[config.mk]
export PLATFORM = sky130hd
export DESIGN_NAME = mestpro_mem_arbiter_flat
export DESIGN_NICKNAME = d
export VERILOG_FILES = /design/src/rtl/mestpro_mem_arbiter_if.sv /design/src/rtl/mestpro_mem_arbiter.sv /design/src/flat_wrapper.sv
export SDC_FILE = /design/constraint.sdc
export NUM_CORES = 1
export LEC_CHECK = 0
export CAP_MARGIN = 40
export CORE_MARGIN = 2
export CORE_UTILIZATION = 30
export CTS_BUF_LIST = sky130_fd_sc_hd__clkbuf_16
export DETAILED_ROUTE_END_ITERATION = 8
export GPL_TIMING_DRIVEN = 1
export PLACE_DENSITY = 0.73
export SKIP_LAST_GASP = 1
export SYNTH_ARGS = -nofsm -noshare
export SYNTH_HDL_FRONTEND = slang
export SYNTH_SLANG_ARGS = --single-unit
[constraint.sdc]
create_clock -name CLK -period 1.65 [get_ports CLK]
set_input_delay 0.33 -clock CLK [delete_from_list [all_inputs] [get_ports CLK]]
set_output_delay 0.33 -clock CLK [all_outputs]
set_load 0.01 [all_outputs]
[src/rtl/mestpro_mem_arbiter_if.sv]
// Signal bundle between the two requesting ports, the arbiter and the MESTPro
// memory macro. The arbiter uses the slave view and its environment uses the master view.
interface mestpro_mem_arbiter_if #(
    parameter int ADDR_BITS = 8,
    parameter int DATA_BITS = 8
);
    // Handshake: a port raises reqN with weN/addrN/wdatN stable and holds them
    // until ackN pulses for one cycle. rdatN is valid on that pulse for a read
    // and holds until that port's next read.
    logic                 req0;
    logic                 we0;
    logic [ADDR_BITS-1:0] addr0;
    logic [DATA_BITS-1:0] wdat0;
    logic                 ack0;
    logic [DATA_BITS-1:0] rdat0;

    logic                 req1;
    logic                 we1;
    logic [ADDR_BITS-1:0] addr1;
    logic [DATA_BITS-1:0] wdat1;
    logic                 ack1;
    logic [DATA_BITS-1:0] rdat1;

    logic [ADDR_BITS-1:0] addr;
    logic [DATA_BITS-1:0] in_dat;
    logic                 WE;
    logic                 CS;
    logic [DATA_BITS-1:0] o_dat;

    logic [1:0]           dbg_state;

    modport slave (
        input  req0, we0, addr0, wdat0,
        output ack0, rdat0,
        input  req1, we1, addr1, wdat1,
        output ack1, rdat1,
        output addr, in_dat, WE, CS,
        input  o_dat,
        output dbg_state
    );

    modport master (
        output req0, we0, addr0, wdat0,
        input  ack0, rdat0,
        output req1, we1, addr1, wdat1,
        input  ack1, rdat1,
        input  addr, in_dat, WE, CS,
        output o_dat,
        input  dbg_state
    );
endinterface

[src/rtl/mestpro_mem_arbiter.sv]
// Round-robin arbiter that serialises two single-word request ports onto the
// MESTPro memory macro: one CS pulse per granted access, one ack per access.
module mestpro_mem_arbiter #(
    parameter int ADDR_BITS = 8,
    parameter int DATA_BITS = 8,
    parameter int RD_LAT    = 1
) (
    input  logic                 CLK,
    input  logic                 RESET,
    mestpro_mem_arbiter_if.slave bus
);
    typedef enum logic [1:0] {
        IDLE  = 2'd0,
        ISSUE = 2'd1,
        WAIT  = 2'd2,
        ACK   = 2'd3
    } state_t;

    localparam logic [1:0] CNT_INIT = 2'(RD_LAT - 1);

    state_t               state_q, state_d;
    logic                 gnt_q, gnt_d;
    logic                 last_gnt_q, last_gnt_d;
    logic                 gnt_sel;
    logic [1:0]           cnt_q, cnt_d;
    logic [ADDR_BITS-1:0] addr_q, addr_d;
    logic [DATA_BITS-1:0] in_dat_q, in_dat_d;
    logic                 we_q, we_d;
    logic                 cs_q, cs_d;
    logic                 ack0_q, ack0_d;
    logic                 ack1_q, ack1_d;
    logic [DATA_BITS-1:0] rdat0_q, rdat0_d;
    logic [DATA_BITS-1:0] rdat1_q, rdat1_d;

    always_comb begin
        state_d    = state_q;
        gnt_d      = gnt_q;
        last_gnt_d = last_gnt_q;
        gnt_sel    = 1'b0;
        cnt_d      = cnt_q;
        addr_d     = addr_q;
        in_dat_d   = in_dat_q;
        we_d       = we_q;
        cs_d       = cs_q;
        ack0_d     = ack0_q;
        ack1_d     = ack1_q;
        rdat0_d    = rdat0_q;
        rdat1_d    = rdat1_q;

        case (state_q)
            IDLE: begin
                if (bus.req0 || bus.req1) begin
                    // Under contention the port that did not win last time goes first.
                    gnt_sel    = (bus.req0 && bus.req1) ? ~last_gnt_q : bus.req1;
                    gnt_d      = gnt_sel;
                    last_gnt_d = gnt_sel;
                    addr_d     = gnt_sel ? bus.addr1 : bus.addr0;
                    in_dat_d   = gnt_sel ? bus.wdat1 : bus.wdat0;
                    we_d       = gnt_sel ? bus.we1   : bus.we0;
                    cs_d       = 1'b1;
                    state_d    = ISSUE;
                end
            end
            ISSUE: begin
                cs_d = 1'b0;
                we_d = 1'b0;
                if (we_q) begin
                    ack0_d  = ~gnt_q;
                    ack1_d  = gnt_q;
                    state_d = ACK;
                end else begin
                    cnt_d   = CNT_INIT;
                    state_d = WAIT;
                end
            end
            WAIT: begin
                if (cnt_q == 2'd0) begin
                    if (gnt_q) begin
                        rdat1_d = bus.o_dat;
                    end else begin
                        rdat0_d = bus.o_dat;
                    end
                    ack0_d  = ~gnt_q;
                    ack1_d  = gnt_q;
                    state_d = ACK;
                end else begin
                    cnt_d = cnt_q - 2'd1;
                end
            end
            ACK: begin
                ack0_d  = 1'b0;
                ack1_d  = 1'b0;
                state_d = IDLE;
            end
            default: begin
                state_d = IDLE;
            end
        endcase
    end

    always_ff @(posedge CLK or negedge RESET) begin
        if (!RESET) begin
            state_q    <= IDLE;
            gnt_q      <= 1'b0;
            last_gnt_q <= 1'b1;
            cnt_q      <= 2'd0;
            addr_q     <= '0;
            in_dat_q   <= '0;
            we_q       <= 1'b0;
            cs_q       <= 1'b0;
            ack0_q     <= 1'b0;
            ack1_q     <= 1'b0;
            rdat0_q    <= '0;
            rdat1_q    <= '0;
        end else begin
            state_q    <= state_d;
            gnt_q      <= gnt_d;
            last_gnt_q <= last_gnt_d;
            cnt_q      <= cnt_d;
            addr_q     <= addr_d;
            in_dat_q   <= in_dat_d;
            we_q       <= we_d;
            cs_q       <= cs_d;
            ack0_q     <= ack0_d;
            ack1_q     <= ack1_d;
            rdat0_q    <= rdat0_d;
            rdat1_q    <= rdat1_d;
        end
    end

    assign bus.addr      = addr_q;
    assign bus.in_dat    = in_dat_q;
    assign bus.WE        = we_q;
    assign bus.CS        = cs_q;
    assign bus.ack0      = ack0_q;
    assign bus.ack1      = ack1_q;
    assign bus.rdat0     = rdat0_q;
    assign bus.rdat1     = rdat1_q;
    assign bus.dbg_state = state_q;
endmodule
[src/flat_wrapper.sv]
// flat-port wrapper written by rule: the top's interface ports become plain ports
module mestpro_mem_arbiter_flat 
#(
    parameter int ADDR_BITS = 8,
    parameter int DATA_BITS = 8,
    parameter int RD_LAT    = 1
)
  (CLK, RESET, bus_req0, bus_we0, bus_addr0, bus_wdat0, bus_ack0, bus_rdat0, bus_req1, bus_we1, bus_addr1, bus_wdat1, bus_ack1, bus_rdat1, bus_addr, bus_in_dat, bus_WE, bus_CS, bus_o_dat, bus_dbg_state);
  mestpro_mem_arbiter_if #(.ADDR_BITS(ADDR_BITS), .DATA_BITS(DATA_BITS)) bus_i ();
  input  logic CLK;
  input  logic RESET;
  input wire logic [$bits(bus_i.req0)-1:0] bus_req0;
  input wire logic [$bits(bus_i.we0)-1:0] bus_we0;
  input wire logic [$bits(bus_i.addr0)-1:0] bus_addr0;
  input wire logic [$bits(bus_i.wdat0)-1:0] bus_wdat0;
  output wire logic [$bits(bus_i.ack0)-1:0] bus_ack0;
  output wire logic [$bits(bus_i.rdat0)-1:0] bus_rdat0;
  input wire logic [$bits(bus_i.req1)-1:0] bus_req1;
  input wire logic [$bits(bus_i.we1)-1:0] bus_we1;
  input wire logic [$bits(bus_i.addr1)-1:0] bus_addr1;
  input wire logic [$bits(bus_i.wdat1)-1:0] bus_wdat1;
  output wire logic [$bits(bus_i.ack1)-1:0] bus_ack1;
  output wire logic [$bits(bus_i.rdat1)-1:0] bus_rdat1;
  output wire logic [$bits(bus_i.addr)-1:0] bus_addr;
  output wire logic [$bits(bus_i.in_dat)-1:0] bus_in_dat;
  output wire logic [$bits(bus_i.WE)-1:0] bus_WE;
  output wire logic [$bits(bus_i.CS)-1:0] bus_CS;
  input wire logic [$bits(bus_i.o_dat)-1:0] bus_o_dat;
  output wire logic [$bits(bus_i.dbg_state)-1:0] bus_dbg_state;
  assign bus_i.req0 = bus_req0;
  assign bus_i.we0 = bus_we0;
  assign bus_i.addr0 = bus_addr0;
  assign bus_i.wdat0 = bus_wdat0;
  assign bus_ack0 = bus_i.ack0;
  assign bus_rdat0 = bus_i.rdat0;
  assign bus_i.req1 = bus_req1;
  assign bus_i.we1 = bus_we1;
  assign bus_i.addr1 = bus_addr1;
  assign bus_i.wdat1 = bus_wdat1;
  assign bus_ack1 = bus_i.ack1;
  assign bus_rdat1 = bus_i.rdat1;
  assign bus_addr = bus_i.addr;
  assign bus_in_dat = bus_i.in_dat;
  assign bus_WE = bus_i.WE;
  assign bus_CS = bus_i.CS;
  assign bus_i.o_dat = bus_o_dat;
  assign bus_dbg_state = bus_i.dbg_state;
  mestpro_mem_arbiter #(.ADDR_BITS(ADDR_BITS), .DATA_BITS(DATA_BITS), .RD_LAT(RD_LAT)) u_core (.CLK(CLK), .RESET(RESET), .bus(bus_i));
endmodule
==> parameters.txt, run 1 <==
Parameter                              Value

Critical path
  Element type at the critical path start    flip-flop
  Highest net fanout along the worst path    4
  Number of cell instances on the worst register-to-register path    5
  Critical Path AT    1.78 ns
  Category of the worst setup path capture point    flip-flop
  Classification of the worst setup path    flip-flop to flip-flop
  Data required time at the worst endpoint    1.85 ns

STA
  Final number of setup-violating endpoints    0
  Final-report hold violation count    0
  Time the final worst path needs with I/O delays and setup    1.585 ns
  Ratio of final minimum period to clock period    96.07%
  Final setup skew    0.004244 ns
  Fmax achieved    0.6308 GHz
  Worst Max-Slew Pin Slew    0.4051 ns
  Worst slew margin    73.00%
  Worst setup margin    0.06477 ns
  Count of pins over their slew limit    0
  RSZ-0062 raised after global routing    true

Power and ir drop
  Leakage power    1.405 nW
  Worst voltage drop across the vdd grid    0.8937 mV
  PD cells    1804 nW/um^2

Global route
  Remaining global-route overflow    0
  Via count of the first global-routing pass    1526
  Antenna violations before repair    0
  Largest net degree at the start of global routing    34
  Global-route wire length before repair    7.058 mm
  Global routing usage summed across all routing layers    12.38%

Finish
  Final core utilization    49.45%
  N_diodes    0
  Leading cell type in the layout, fill and taps excluded    sky130_fd_sc_hd__clkdlybuf4s50_1
  Nets    310
  Post-route standard cell area excluding fillers    3104 um^2
  Count of non-filler cells in the finished layout    334
  Fraction of final layout cells sized beyond drive strength 1    18.68%
  Commonest non-fill, non-tap cells in the layout    80 x sky130_fd_sc_hd__clkdlybuf4s50_1, 40 x sky130_fd_sc_hd__dfrtp_1, 19 x sky130_fd_sc_hd__mux2i_1, 19 x sky130_fd_sc_hd__nand2_1, 19 x sky130_fd_sc_hd__mux2_2
  Synth-to-layout area growth    62.05%

Drt
  Uppermost metal layer occupied by signal nets    met4
  Initial detailed-routing violation count    18
  Detailed route wirelength on metal3    390 um
  WL per Instance    12.64 um
  Post-route ant nets    0
  Final wirelength    4.223 mm
  Met2 routed wirelength    1.963 mm
  First-pass DRT Iterations    2
  Met1 WL    1.851 mm
  Routed vias/inst    4.464
  Number of vias in the routed layout    1491
  Post-route DRC violation count    0

Placed design
  Post-Place Setup Slack    -0.1205 ns
  Placer congestion estimate    0.7716
  Placed inst area    2932 um^2
  Final HPWL from detailed placement    3.364 mm
  Placed cells    323
  Number of buffers inserted by port buffering    83

Yosys
  Synthesized Nets    211
  FF+latch count, synth    42
  Post-synth design cell area    1916 um^2
  Synthesis Warnings    0
  Avg Cell Area, Syn    12.20 um^2
  Cell count after synthesis    157
  Yosys cell types    26
  Post-synthesis sequential area ratio    54.93%

Clock network
  Root buffer cell    sky130_fd_sc_hd__clkbuf_16
  Worst-skew pair later-pin latency    0.27 ns
  Max H-tree Level    2
  Number of clock sinks    42
  TritonCTS buffer count    5
  Maximum number of buffers from clock root to sink    2
  Clock input transition at the sequential cells of the worst setup and hold paths    0.06 ns
  Clock tree from TritonCTS    built

Floorplanning
  I/O pin total    84
  Core Box Area    6277 um^2
  Horizontal extent of the die    83.91 um
  Effective utilization at floorplan    30.52%
  Number of rows created at floorplan    29
  Die Y    83.91 um
  Die area    7041 um^2

Run
  Count of max-cap constraint violations    0

Worst hold path
  Worst min-delay path category    flip-flop to flip-flop
  Number of instances on the worst hold path    2

Outcome
  Result of the run    finished, final reports clean
## metrics by stage
step,TNS [ns],total power (W),hold WS (ns)
after global placement,-0.5125,0.004629,0.2851
after floorplan,-0.0006923,0.003196,0.03441
after CTS,-0.02262,0.005661,0.4831
final,0,0.005599,0.4801
after detailed placement,-1.429,0.004710,0.2908
after global routing,-0.02553,0.006007,0.4959
## synth_stat cells
cell	n	area, um^2
sky130_fd_sc_hd__dfrtp_1	41	1026
sky130_fd_sc_hd__nand2b_1	1	6.260
sky130_fd_sc_hd__inv_1	6	22.52
sky130_fd_sc_hd__mux2i_1	19	190.2
sky130_fd_sc_hd__clkbuf_1	3	11.26
sky130_fd_sc_hd__mux2_4	1	15.01
sky130_fd_sc_hd__o21ai_1	1	5.000
sky130_fd_sc_hd__nor2b_1	3	18.77
sky130_fd_sc_hd__a22o_1	1	8.760
sky130_fd_sc_hd__a211oi_1	1	7.510
sky130_fd_sc_hd__nor2_1	3	11.26
sky130_fd_sc_hd__buf_6	2	22.52
sky130_fd_sc_hd__nand2_1	19	71.32
sky130_fd_sc_hd__nand3b_1	1	7.510
sky130_fd_sc_hd__a21oi_1	2	10.01
sky130_fd_sc_hd__nor3_1	1	5.000
sky130_fd_sc_hd__dfstp_2	1	26.28
sky130_fd_sc_hd__nand3_1	1	5.000
sky130_fd_sc_hd__a2bb2oi_1	1	8.760
sky130_fd_sc_hd__mux2_2	19	214.0
sky130_fd_sc_hd__ha_1	8	100.1
sky130_fd_sc_hd__a31oi_1	1	6.260
sky130_fd_sc_hd__or3b_2	1	8.760
sky130_fd_sc_hd__a22oi_1	1	7.510
sky130_fd_sc_hd__a21bo_1	1	10.01
sky130_fd_sc_hd__o21ai_0	18	90.09
## flip-flops by register name, indices dropped and copies added, names as in the netlist
name,flops
u_core.bus.ack0,1
u_core.gnt_q,1
u_core.bus.rdat1,8
u_core.cnt_q,2
u_core.last_gnt_q,1
u_core.bus.ack1,1
u_core.bus.rdat0,8
u_core.bus.WE,1
u_core.bus.in_dat,8
u_core.bus.CS,1
u_core.bus.addr,8
u_core.bus.dbg_state,2
## layer usage
| layer | vias up | track usage [%] |
|---|---|---|
| li1 | 745 | - |
| met1 | 681 | 15.33 |
| met2 | 63 | 20.00 |
| met3 | 2 | 5.242 |
| met4 | 0 | 3.079 |
| met5 | - | 0 |
## repair_timing
action                                  in CTS  in global routing
endpoints found under the setup margin      14                  4
hold buffers                                 1                  0
gates resized for setup                      3                  4
hold endpoints to repair                    16                  0
setup buffers                                2                  0
## worst max-delay path: stages, from the launching register on
cell	delay (ns)
sky130_fd_sc_hd__dfrtp_2	0.41
sky130_fd_sc_hd__inv_1	0.13
sky130_fd_sc_hd__ha_2	0.20
sky130_fd_sc_hd__or3b_2	0.48
sky130_fd_sc_hd__o21ai_2	0.10
sky130_fd_sc_hd__mux2i_1	0.19
## final cells by class
type | instances | area (um^2)
sequential | 42 | 1054
inverter | 6 | 22.52
multi-input combinational | 104 | 827.0
clock buffer | 5 | 125.1
timing repair buffer | 97 | 968.4
tap | 77 | 96.34
fill | 590 | 3173
clock inverter | 3 | 11.26
## final timing paths
path / start / end / slack, ns
min in group asynchronous: RESET / u_core.bus.in_dat[7] / 0.51
max reg2reg: u_core.bus.dbg_state[0] / u_core.bus.CS / 0.06
max in group asynchronous: RESET / u_core.last_gnt_q / 0.61
min: u_core.bus.in_dat[0] / u_core.bus.in_dat[0] / 0.48
min reg2reg: u_core.bus.in_dat[0] / u_core.bus.in_dat[0] / 0.48
max: u_core.bus.dbg_state[0] / u_core.bus.CS / 0.06
## power breakdown
part	switching, W	leakage [nW]	total, W	internal, W
clock	0.000358	0.0663	0.000902	0.000544
sequential	0.000289	0.504	0.00185	0.00156
combinational	0.00116	0.835	0.00285	0.00168
## kinds of logic after synthesis
logic type	Yosys count	synth area share [%]
flops	42	54.93
mux	39	21.88
simple gates	30	6.989
compound gates	27	8.035
buf+inv	11	2.939
fa+ha+maj	8	5.226
(Power assumes the default switching activity.)
==> run 2: changes to the inputs <==
--- a/config.mk
+++ b/config.mk
@@ -7,11 +7,11 @@
 export LEC_CHECK = 0
 export CAP_MARGIN = 40
 export CORE_MARGIN = 2
-export CORE_UTILIZATION = 30
+export CORE_UTILIZATION = 38
 export CTS_BUF_LIST = sky130_fd_sc_hd__clkbuf_16
 export DETAILED_ROUTE_END_ITERATION = 8
 export GPL_TIMING_DRIVEN = 1
-export PLACE_DENSITY = 0.73
+export PLACE_DENSITY = 0.86
 export SKIP_LAST_GASP = 1
 export SYNTH_ARGS = -nofsm -noshare
 export SYNTH_HDL_FRONTEND = slang
==> parameters.txt, run 2 (same netlist as run 1, synthesis figures left out) <==
Parameter                              Value

Outcome
  Result of the run    finished, final reports clean

Global route
  Global routing usage summed across all routing layers    15.95%
  Via count of the first global-routing pass    1435
  Antenna violations before repair    0
  Largest net degree at the start of global routing    34
  Remaining global-route overflow    0
  Global-route wire length before repair    6.831 mm

Clock network
  TritonCTS buffer count    5
  Worst-skew pair later-pin latency    0.27 ns
  Maximum number of buffers from clock root to sink    2
  Number of clock sinks    42
  Max H-tree Level    2
  Clock tree from TritonCTS    built
  Root buffer cell    sky130_fd_sc_hd__clkbuf_16
  Clock input transition at the sequential cells of the worst setup and hold paths    0.06 ns

Placed design
  Final HPWL from detailed placement    3.281 mm
  Placed cells    315
  Placed inst area    2934 um^2
  Post-Place Setup Slack    -0.1032 ns
  Placer congestion estimate    0.8131
  Number of buffers inserted by port buffering    83

Floorplanning
  Number of rows created at floorplan    25
  Die area    5625 um^2
  Horizontal extent of the die    75 um
  I/O pin total    84
  Core Box Area    4786 um^2
  Effective utilization at floorplan    40.03%
  Die Y    75 um

Drt
  Initial detailed-routing violation count    52
  Routed vias/inst    4.658
  WL per Instance    12.98 um
  Final wirelength    4.219 mm
  Post-route DRC violation count    0
  First-pass DRT Iterations    4
  Post-route ant nets    0
  Number of vias in the routed layout    1514

Power and ir drop
  Internal Power    0.003812 W
  Leakage power    1.422 nW
  Sw Share    32.32%
  Share of power burned in the clock network    16.7%
  Combinational share of power    50.6%
  Worst voltage drop across the vdd grid    0.9035 mV
  PD cells    1809 nW/um^2
  Sequential cell fraction of total power    32.7%
  Switching power total    0.001821 W

Critical path
  Data required time at the worst endpoint    1.32 ns
  CP max-delay cell    sky130_fd_sc_hd__clkdlybuf4s50_1
  Gate family responsible for the most delay along the worst path    buffers and inverters
  Buffers plus inverters on the worst setup path    1
  Series of cell instances along the critical path    clkdlybuf4s50_1
  Category of the worst setup path capture point    primary output
  Classification of the worst setup path    flip-flop to primary output
  Critical Path AT    1.27 ns
  Maximum single-stage delay on the critical path    0.57 ns
  Highest net fanout along the worst path    5
  Element type at the critical path start    flip-flop

STA
  Count of pins over their slew limit    0
  Final setup skew    0.005998 ns
  Post-Route Hold Slack    0.4766 ns
  Fmax achieved    0.6262 GHz
  Final number of setup-violating endpoints    0
  Worst setup margin    0.05303 ns
  Time the final worst path needs with I/O delays and setup    1.597 ns
  Worst Max-Slew Pin Slew    0.4158 ns
  Ratio of final minimum period to clock period    96.79%
  Setup_tns    0 ns
  Final-report hold violation count    0
  Worst slew margin    72.28%
  RSZ-0062 raised after global routing    true

Finish
  Synth-to-layout area growth    62.51%
  Count of non-filler cells in the finished layout    325
  Commonest non-fill, non-tap cells in the layout    80 x sky130_fd_sc_hd__clkdlybuf4s50_1, 40 x sky130_fd_sc_hd__dfrtp_1, 19 x sky130_fd_sc_hd__mux2i_1, 19 x sky130_fd_sc_hd__nand2_1, 19 x sky130_fd_sc_hd__mux2_2
  Leading cell type in the layout, fill and taps excluded    sky130_fd_sc_hd__clkdlybuf4s50_1
  Post-route standard cell area excluding fillers    3113 um^2
  Nets    311
  N_diodes    0
  Fraction of final layout cells sized beyond drive strength 1    20.16%

Run
  Count of max-cap constraint violations    0

Worst hold path
  Worst min-delay path category    flip-flop to flip-flop
-- run 2: changes by cell type in the layout (fill, tap and decap cells not counted), sizes merged --
| cell | previous run | this run |
|---|---|---|
| buf | 14 | 15 |
| clkinv | 3 | 2 |
| clkinvlp | 0 | 1 |
| dlygate4sd2 | 2 | 1 |
| dlymetal6s2s | 0 | 1 |
-- run 2: repair_timing --
| item | 4_1_cts | 5_1_grt |
|---|---|---|
| gates resized for setup | 4 | 3 |
| hold buffers | 1 | 0 |
| buffers inserted | 1 | 0 |
| endpoints found under the setup margin | 19 | 5 |
| endpoints found under the hold margin | 15 | 0 |
-- run 2: worst paths after layout --
kind / start / end / slack (ns) / cells past startpoint
min in group asynchronous: RESET / u_core.bus.addr[7] / 0.53 / 2
max: u_core.bus.WE / bus_WE / 0.05 / 1
min reg2reg: u_core.bus.in_dat[5] / u_core.bus.in_dat[5] / 0.48 / 2
max in group asynchronous: RESET / u_core.bus.dbg_state[0] / 0.64 / 3
min: u_core.bus.in_dat[5] / u_core.bus.in_dat[5] / 0.48 / 2
max reg2reg: u_core.bus.dbg_state[1] / u_core.bus.CS / 0.06 / 5
-- run 2: final cells by class --
cell class / count / area, um^2
clock buffers: 5 / 125.1
clock inverters: 3 / 21.27
fillers: 383 / 1673
inverters: 6 / 22.52
multi-input cells: 104 / 827.0
flip-flops and latches: 42 / 1054
well taps: 67 / 83.83
repair buffers: 98 / 979.7
-- run 2: power by group through the flow --
stage          combinational, W  sequential, W  clock, W
2_1_floorplan           0.00113        0.00206         0
3_5_place_dp            0.00284        0.00186         0
5_1_grt                 0.00314        0.00191   0.00103
4_1_cts                 0.00287        0.00185  0.000976
6_report                0.00285        0.00184  0.000939
3_3_place_gp            0.00278        0.00184         0
-- run 2: per-layer routing --
layer / vias up / track usage [%] / part of all wire (%)
met5: - / 0 / 0
met4: 0 / 4.762 / 0.62
met3: 2 / 5.221 / 8.1
met2: 59 / 26.51 / 49
met1: 705 / 19.85 / 42
li1: 748 / - / -
-- run 2: worst register-to-register path, delay by kind of cell, from the launching register on --
family,cells,cell delay (ns)
buffers and inverters,1,0.11
adders and majority gates,1,0.19
and+or+nand+nor,1,0.49
muxes,1,0.20
DFF,1,0.43
AOI/OAI and AO/OA,1,0.10
-- run 2: through the flow --
stage                     util [%]  total power [W]
after global routing         65.05         0.006079
final                        65.05         0.005633
after detailed placement     61.31         0.004705
after floorplan                  -         0.003196
after CTS                    64.81         0.005697
after global placement       61.31         0.004619
==> run 3: changes to the inputs <==
--- a/config.mk
+++ b/config.mk
@@ -6,7 +6,7 @@
 export NUM_CORES = 1
 export LEC_CHECK = 0
 export CAP_MARGIN = 40
-export CORE_MARGIN = 2
+export CORE_MARGIN = 5
 export CORE_UTILIZATION = 38
 export CTS_BUF_LIST = sky130_fd_sc_hd__clkbuf_16
 export DETAILED_ROUTE_END_ITERATION = 8
==> parameters.txt, run 3 (same netlist as run 1, synthesis figures left out) <==
Parameter                              Value

Clock network
  Clock input transition at the sequential cells of the worst setup and hold paths    0.06 ns
  Maximum number of buffers from clock root to sink    2
  TritonCTS buffer count    5
  Clock tree from TritonCTS    built
  Max H-tree Level    2
  Number of clock sinks    42
  Root buffer cell    sky130_fd_sc_hd__clkbuf_16
  Worst-skew pair later-pin latency    0.28 ns

Global route
  Via count of the first global-routing pass    1620
  Global routing usage summed across all routing layers    14.95%
  Antenna violations before repair    0
  Largest net degree at the start of global routing    43
  Global-route wire length before repair    7.410 mm
  Remaining global-route overflow    0

Critical path
  Maximum single-stage delay on the critical path    0.47 ns
  Element type at the critical path start    flip-flop
  Critical Path AT    1.79 ns
  Data required time at the worst endpoint    1.85 ns
  Category of the worst setup path capture point    flip-flop
  Capturing point of the worst reg2reg path    u_core.bus.CS
  Worst r2r src    u_core.bus.dbg_state[0]
  Setup slack of the most critical reg-to-reg path    0.07 ns
  CP max-delay cell    sky130_fd_sc_hd__or3b_2
  Critical path capture point    u_core.bus.CS
  Number of cell instances on the worst register-to-register path    5
  Launch point of the worst path    u_core.bus.dbg_state[0]
  Series of cell instances along the critical path    inv_1 -> ha_2 -> or3b_2 -> o21ai_2 -> mux2i_1
  Classification of the worst setup path    flip-flop to flip-flop
  Highest net fanout along the worst path    4

Placed design
  Placed cells    315
  Placer congestion estimate    0.8253
  Number of buffers inserted by port buffering    83
  Final HPWL from detailed placement    3.692 mm

Drt
  First-pass DRT Iterations    4
  Post-route DRC violation count    0
  Number of vias in the routed layout    1523
  Post-route ant nets    0
  Final wirelength    4.651 mm
  Initial detailed-routing violation count    18
  WL per Instance    14.27 um
  Routed vias/inst    4.672

Finish
  N_diodes    0
  Count of non-filler cells in the finished layout    326
  Nets    312
  Synth-to-layout area growth    61.27%
  Leading cell type in the layout, fill and taps excluded    sky130_fd_sc_hd__clkdlybuf4s50_1
  Fraction of final layout cells sized beyond drive strength 1    20.46%
  Commonest non-fill, non-tap cells in the layout    80 x sky130_fd_sc_hd__clkdlybuf4s50_1, 39 x sky130_fd_sc_hd__dfrtp_1, 19 x sky130_fd_sc_hd__mux2i_1, 19 x sky130_fd_sc_hd__nand2_1, 19 x sky130_fd_sc_hd__mux2_2
  Final core utilization    64.13%

STA
  Setup_tns    0 ns
  Ratio of final minimum period to clock period    95.94%
  Time the final worst path needs with I/O delays and setup    1.583 ns
  Worst slew margin    82.86%
  RSZ-0062 raised after global routing    false
  Final number of setup-violating endpoints    0
  Final-report hold violation count    0
  Count of pins over their slew limit    0
  Worst Max-Slew Pin Slew    0.2571 ns
  Fmax achieved    0.6317 GHz
  Final setup skew    0.002092 ns

Power and ir drop
  Leakage power    1.413 nW
  PD cells    1820 nW/um^2
  Worst voltage drop across the vdd grid    0.7207 mV
  Sum of internal, switching and leakage power    0.005623 W

Floorplanning
  Die Y    81 um
  I/O pin total    84
  Number of rows created at floorplan    25
  Die area    6561 um^2
  Effective utilization at floorplan    39.77%
  Horizontal extent of the die    81 um
  Core Box Area    4817 um^2

Worst hold path
  Worst min-delay path category    input port to async pin

Outcome
  Result of the run    finished, final reports clean

Run
  Count of max-cap constraint violations    0
-- run 3: cell count changes in the layout (fill, tap and decap cells not counted), sizes merged --
cell	previous run	this run
buf	15	17
dlygate4sd3	1	0
-- run 3: area by class of cell --
class                   instances  area [um^2]
repair buffers                 99        959.7
fillers                       412         1728
inverters                       6        22.52
clock inverters                 3        16.27
multi-input cells             104        827.0
flip-flops and latches         42         1055
clock buffers                   5        125.1
well taps                      67        83.83
-- run 3: layer usage --
layer / part of all wire, % / global-route usage (%) / wire length [um] / vias to the layer above
met5: 0 / 0 / 0 / -
met4: 2.8 / 7.770 / 130 / 0
met3: 9.9 / 5.543 / 462 / 11
met2: 50 / 25.70 / 2330 / 64
met1: 37 / 15.97 / 1727 / 702
li1: - / - / - / 746
-- run 3: power by group --
part           internal (W)  total [W]  switching (W)
Clock              0.000551   0.000915       0.000364
Sequential          0.00156    0.00185       0.000284
Combinational       0.00167    0.00286        0.00119
Total               0.00379    0.00562        0.00184
-- run 3: timing repair --
action	4_1_cts	5_1_grt
resized for setup	3	4
setup buffers	3	0
pin swaps	0	0
hold buffers	0	0
endpoints found under the setup margin	20	6
hold endpoints to repair	0	0
-- run 3: how the worst min path moves through the flow --
stage	startpoint	end	depth (start not counted)
6_report	RESET	u_core.bus.addr[0]	2
5_1_grt	RESET	u_core.bus.addr[0]	2
4_1_cts	RESET	u_core.bus.addr[0]	2
3_5_place_dp	RESET	u_core.bus.addr[0]	2
3_3_place_gp	RESET	u_core.bus.addr[0]	2
2_1_floorplan	RESET	u_core.bus.CS	0
-- run 3: critical path: cells and delay by family, from the launching register on --
family	cells	cell delay, ns
buffers and inverters	1	0.13
AND/OR/NAND/NOR	1	0.47
adder cells (fa/ha/maj)	1	0.21
multiplexers	1	0.19
flip-flops	1	0.42
AO/OA/AOI/OAI	1	0.10
-- run 3: metrics by stage --
stage / area [um^2] / hold WS (ns) / setup slack (ns)
after floorplan: 1919 / 0.03441 / -0.0006923
after global placement: 2909 / 0.3176 / -0.05999
after detailed placement: 2909 / 0.3236 / -0.09443
after CTS: 3077 / 0.02370 / 0.01000
after global routing: 3089 / 0.03559 / 0.01006
final: 3089 / 0.01483 / 0.06695
